**config.mk**
```make
export PLATFORM = sky130hd
export DESIGN_NAME = mem_arbiter
export DESIGN_NICKNAME = d
export VERILOG_FILES = /design/src/rtl/mem_arbiter.sv
export SDC_FILE = /design/constraint.sdc
export NUM_CORES = 1
export LEC_CHECK = 0
export ABC_AREA = 1
export CAP_MARGIN = 20
export CORE_MARGIN = 2
export CORE_UTILIZATION = 30
export DETAILED_ROUTE_END_ITERATION = 8
export HOLD_SLACK_MARGIN = 0.12
export MAX_ROUTING_LAYER = met4
export PLACE_DENSITY = 0.58
export SLEW_MARGIN = 30
export SYNTH_ARGS = -nofsm -noshare
export SYNTH_HDL_FRONTEND = slang
export SYNTH_SLANG_ARGS = --single-unit
```
**constraint.sdc**
```tcl
create_clock -name clk -period 3.91 [get_ports clk]
set_input_delay 0.391 -clock clk [delete_from_list [all_inputs] [get_ports clk]]
set_output_delay 0.391 -clock clk [all_outputs]
set_load 0.05 [all_outputs]
```
**src/rtl/mem_arbiter.sv**
```systemverilog
// mem_arbiter: round-robin arbiter sharing one single-port data memory between two requesters,
// serializing accesses as fixed two-cycle transactions with registered read-data return.
module mem_arbiter #(
    parameter int DATA_WIDTH = 32,
    parameter int ADDR_WIDTH = 8
) (
    input  logic                  clk,
    input  logic                  rst,
    input  logic                  req0,
    input  logic                  req1,
    input  logic                  we0,
    input  logic                  we1,
    input  logic [ADDR_WIDTH-1:0] addr0,
    input  logic [ADDR_WIDTH-1:0] addr1,
    input  logic [DATA_WIDTH-1:0] wdata0,
    input  logic [DATA_WIDTH-1:0] wdata1,
    output logic                  gnt0,
    output logic                  gnt1,
    output logic                  rvalid0,
    output logic                  rvalid1,
    output logic [DATA_WIDTH-1:0] rdata0,
    output logic [DATA_WIDTH-1:0] rdata1,
    output logic                  busy,
    output logic [ADDR_WIDTH-1:0] mem_address,
    output logic [DATA_WIDTH-1:0] mem_data,
    output logic                  mem_we,
    output logic                  mem_re,
    input  logic [DATA_WIDTH-1:0] mem_data_out
);
    typedef enum logic {IDLE, ACCESS} state_t;
    state_t                state_q;
    logic                  ptr_q, win_q, win_d;
    logic                  gnt0_q, gnt1_q, rvalid0_q, rvalid1_q, mem_we_q, mem_re_q;
    logic [DATA_WIDTH-1:0] rdata0_q, rdata1_q, mem_data_q;
    logic [ADDR_WIDTH-1:0] mem_address_q;
    // ptr_q holds the last granted port; on a tie the other port wins
    assign win_d = (req0 && req1) ? ~ptr_q : req1;
    always_ff @(posedge clk or posedge rst) begin
        if (rst) begin
            state_q       <= IDLE;
            ptr_q         <= 1'b1;
            win_q         <= 1'b0;
            gnt0_q        <= 1'b0;
            gnt1_q        <= 1'b0;
            rvalid0_q     <= 1'b0;
            rvalid1_q     <= 1'b0;
            rdata0_q      <= '0;
            rdata1_q      <= '0;
            mem_we_q      <= 1'b0;
            mem_re_q      <= 1'b0;
            mem_address_q <= '0;
            mem_data_q    <= '0;
        end else begin
            rvalid0_q <= 1'b0;
            rvalid1_q <= 1'b0;
            if (state_q == IDLE) begin
                if (req0 || req1) begin
                    state_q       <= ACCESS;
                    win_q         <= win_d;
                    gnt0_q        <= ~win_d;
                    gnt1_q        <= win_d;
                    mem_address_q <= win_d ? addr1 : addr0;
                    mem_data_q    <= win_d ? wdata1 : wdata0;
                    mem_we_q      <= win_d ? we1 : we0;
                    mem_re_q      <= win_d ? ~we1 : ~we0;
                end
            end else begin
                state_q  <= IDLE;
                ptr_q    <= win_q;
                gnt0_q   <= 1'b0;
                gnt1_q   <= 1'b0;
                mem_we_q <= 1'b0;
                mem_re_q <= 1'b0;
                // memory drove read data on the falling edge mid-ACCESS
                if (mem_re_q && !win_q) begin
                    rdata0_q  <= mem_data_out;
                    rvalid0_q <= 1'b1;
                end
                if (mem_re_q && win_q) begin
                    rdata1_q  <= mem_data_out;
                    rvalid1_q <= 1'b1;
                end
            end
        end
    end
    assign busy        = (state_q == ACCESS);
    assign gnt0        = gnt0_q;
    assign gnt1        = gnt1_q;
    assign rvalid0     = rvalid0_q;
    assign rvalid1     = rvalid1_q;
    assign rdata0      = rdata0_q;
    assign rdata1      = rdata1_q;
    assign mem_address = mem_address_q;
    assign mem_data    = mem_data_q;
    assign mem_we      = mem_we_q;
    assign mem_re      = mem_re_q;
endmodule

```
# Yosys cells after proc, flatten, opt, wreduce, memory -nomap -nowiden
# Index checks and enable logic that the tools add are counted.
# word_totals
regBits	113
input_bits	118
output_inout_bits	111
wordCells	46
# classes
n_mux	19
bitwise	5
n_reduce_logical	9
# ops
cell	n
$mux 32	1
$mux 1	17
$mux 8	1
$reduce_and 2->1	3
$not 1->1	5
$logic_and 1x1->1	3
$reduce_bool 2->1	1
$logic_not 1->1	1
$logic_or 1x1->1	1

# Depth between registers and ports, before layout
# depth
word_depth	5
mapped_depth	6
ltp_nobuf	5

# Worst setup path before layout
# No wires, ideal clock.
# synth_path
path_type	flip-flop to flip-flop
start	register state_q, in the netlist busy
end	register rdata1_q[7], in the netlist rdata1[7]
setup_ps	130
arrival_ps	1344
required_ps	3780
slack_ps	2435
stages_incl_launch_ff	6
n_path_buf	2
synth_period_minus_slack_ps	1475
path_cell_list	dfrtp_1 -> nand3_2 -> buf_4 -> buf_4 -> nand2_1 -> o21ai_0
# synth_via
elab_chain_cells	1
# synth_rtl
element	line	text
from (decl)	31	state_t state_q;
from (signal assigned)	40	state_q <= IDLE;
from (signal assigned)	58	state_q <= ACCESS;
from (signal assigned)	68	state_q <= IDLE;
$reduce_and 2->1 (no source line)	--	
to (signal assigned)	80	rdata1_q <= mem_data_out;
to (decl)	34	logic [DATA_WIDTH-1:0] rdata0_q, rdata1_q, mem_data_q;
# Every way passes these cells.
# A chain may end at the register's enable or synchronous reset.

# Worst setup path in the final report
# layout_path
start	register state_q, in the netlist busy
end	output port busy
# layout_lines
element	line	text
to (decl)	23	output logic busy,
# No word-level cell between the ends.

==> flow_summary.ini <==
[status]
status = finished clean

[worst_setup_path]
startpoint_type = flop
reg2reg_to = mem_data[11]
path_class = flop to output port
reg2reg_depth = 5
crit_slowest_cell = clkdlybuf4s50_1
cp.arrival_ns = 1.84
crit_family = buffers and inverters
crit_buf_inv = 1
slowest_delay_ns = 0.90
r2r-start = busy
cp.required_ns = 3.52
cp_max_fo = 6
cp-end-kind = output port
reg2reg_slack_ns = 2.23
path_cells = clkdlybuf4s50_1

[global_route]
busiest_layer = met2
grt_pass1_vias = 4699
grt-ovfl-total = 0
met2_usage_pct = 28.3
grt_max_degree = 86
grtUsageMet3_pct = 6.33
grt_pass1_wl_um = 24400
use_met1_pct = 21.8
antenna_found_initial = 0
grtUsageTotal_pct = 18.2

[sta]
finalMaxSlewViolations = 0
period_needed_ns = 2.23
rsz0062_at_grt = false
hold_viol_final = 0
tightest_slew_ns = 0.921
worst_slack_ns = 1.68
maxSlewHeadroom_pct = 38.6
period_share_pct = 57.0
skew_ns = 0.00815
fin_setup_tns_ns = 0
finalSetupViolCount = 0
max_freq_mhz = 448

[clock_network]
clk_latency_ns = 0.41
clkSinkCount = 113
path_clk_slew_ns = 0.05
cts_tree = done
clock_tree.buffer_depth = 2
post_cts_buffers = 0
h-tree-depth = 4
numCtsBuffers = 17
cts_root_buf = clkbuf_16
cts_hold_buf = 0
cts-resized-gates = 0

[min_path]
min-delay-start = mem_address[5]
hold_depth = 2
worstHoldPathType = flop to flop
whs_endpoint = mem_address[5]

[die]
coreArea_um2 = 15900
pin_count = 229
initial_core_util_pct = 30.6
die_w_um = 131
die-area_um2 = 17200
placementRows = 46
die_h_um = 131

[synth]
seq_area_frac_synth_pct = 58.2
synth_cell_type_count = 21
avgSynthCellArea_um2 = 9.02
yosysTopAreaCellShare_pct = 57.7
yosysTopAreaCell = dfrtp_1
syn_area_um2 = 4860
ys_seq_elements = 113
synth_area_leaders = dfrtp_1, nand2_1, nand3_1
syn_nets = 657
synth_cells = 539
yosysWarnings = 0

[pwr]
power.leakage_nw = 3.65
vdd_drop_max_mv = 0.367
p_per_area_nw_per_um2 = 851

[layout]
fillers = 1538
diodes = 0
finish.utilization_pct = 49.4
num-nets-final = 874
drive_gt1_share_pct = 6.24
area_delta_synth_final_pct = 61.6
final_common_cell = clkdlybuf4s50_1
mostFrequentLayoutCells = clkdlybuf4s50_1, nand2_1, dfrtp_1, nand3_1, o21ai_0

[routing]
drc = 0
via_per_inst = 4.62
via_count = 4553
drtAntennaViolNets = 0
wl_um = 14700
drtPass1Iterations = 4
first_iter_violations = 295
wl_per_cell_um = 15.0

[placed_design]
port_buffers = 228
place_ws_ns = 1.53
place_hpwl_um = 10200
gp_congestion = 0.806

[run]
drv_cap = 0
[tightest hold or removal path: cells and delay by family (launching register included)]
family / cells / cell delay, ns
AND/OR/NAND/NOR: 2 / 0.10
flip-flops: 1 / 0.34
[layer usage]
metal | up-vias | wire length [um]
met1 | 2136 | 6430
met4 | 0 | 299
met3 | 22 | 1330
met2 | 212 | 6680
li1 | 2183 | -
met5 | - | 0
[kinds of logic after synthesis]
| logic type | count (synthesis) | synth area share (%) |
|---|---|---|
| simple gates | 266 | 25.4 |
| flops | 113 | 58.2 |
| buf+inv | 93 | 9.45 |
| compound gates | 67 | 6.98 |
[power breakdown]
part           leakage (nW)  internal, mW  total [mW]  switching [mW]
Clock                 0.296          1.06        1.61           0.551
Sequential             1.39          1.61        1.87           0.252
Combinational          1.96          1.04        3.21            2.17
Total                  3.65          3.72        6.69            2.97
[cell type report]
| class | instances | area [um2] | share of cell area (%) |
|---|---|---|---|
| clock buffer | 18 | 429 | 5.46 |
| clock inverter | 14 | 189 | 2.41 |
| inverter | 56 | 215 | 2.74 |
| multi-input combinational | 333 | 1570 | 20.0 |
| sequential | 113 | 2830 | 36.0 |
| tap | 216 | 270 | 3.44 |
| timing repair buffer | 235 | 2350 | 29.9 |
[sequential cells by signal, indices dropped and copies added, names as in the netlist]
| signal | flops |
|---|---|
| gnt0 | 1 |
| mem_address | 8 |
| rvalid1 | 1 |
| ptr_q | 1 |
| win_q | 1 |
| rdata0 | 32 |
| mem_data | 32 |
| busy | 1 |
| mem_re | 1 |
| gnt1 | 1 |
| rdata1 | 32 |
| rvalid0 | 1 |
| mem_we | 1 |
[synthesized netlist by cell type, drive strengths merged]
library cell / instances
nand2: 154
dfrtp: 112
nand3: 68
inv: 56
dfstp: 1
nor3: 1
clkbuf: 7
buf: 30
nand4: 22
nand3b: 19
o21ai: 67
nor2: 2
[how the worst max path moves through the flow]
stage | from | endpoint | slack [ns] | cells past startpoint
after floorplan | rst | busy | 0.53 | 1
after global placement | req1 | mem_data[13] | 1.45 | 5
after detailed placement | req1 | mem_data[23] | 1.53 | 4
after CTS | busy | busy | 1.65 | 1
after global routing | busy | busy | 1.62 | 1
final | busy | busy | 1.68 | 1
[metrics by stage]
| step | hold slack [ns] | cells | cell area (um2) | power, mW |
|---|---|---|---|---|
| 2_1_floorplan | 0.474 | 539 | 4860 | 3.90 |
| 3_3_place_gp | 0.456 | 952 | 7210 | 5.06 |
| 3_5_place_dp | 0.464 | 953 | 7240 | 5.11 |
| 4_1_cts | 0.480 | 985 | 7860 | 6.75 |
| 5_1_grt | 0.493 | 985 | 7860 | 7.00 |
| 6_report | 0.477 | 985 | 7860 | 6.69 |
No activity file was read; power rests on OpenSTA's default activity.
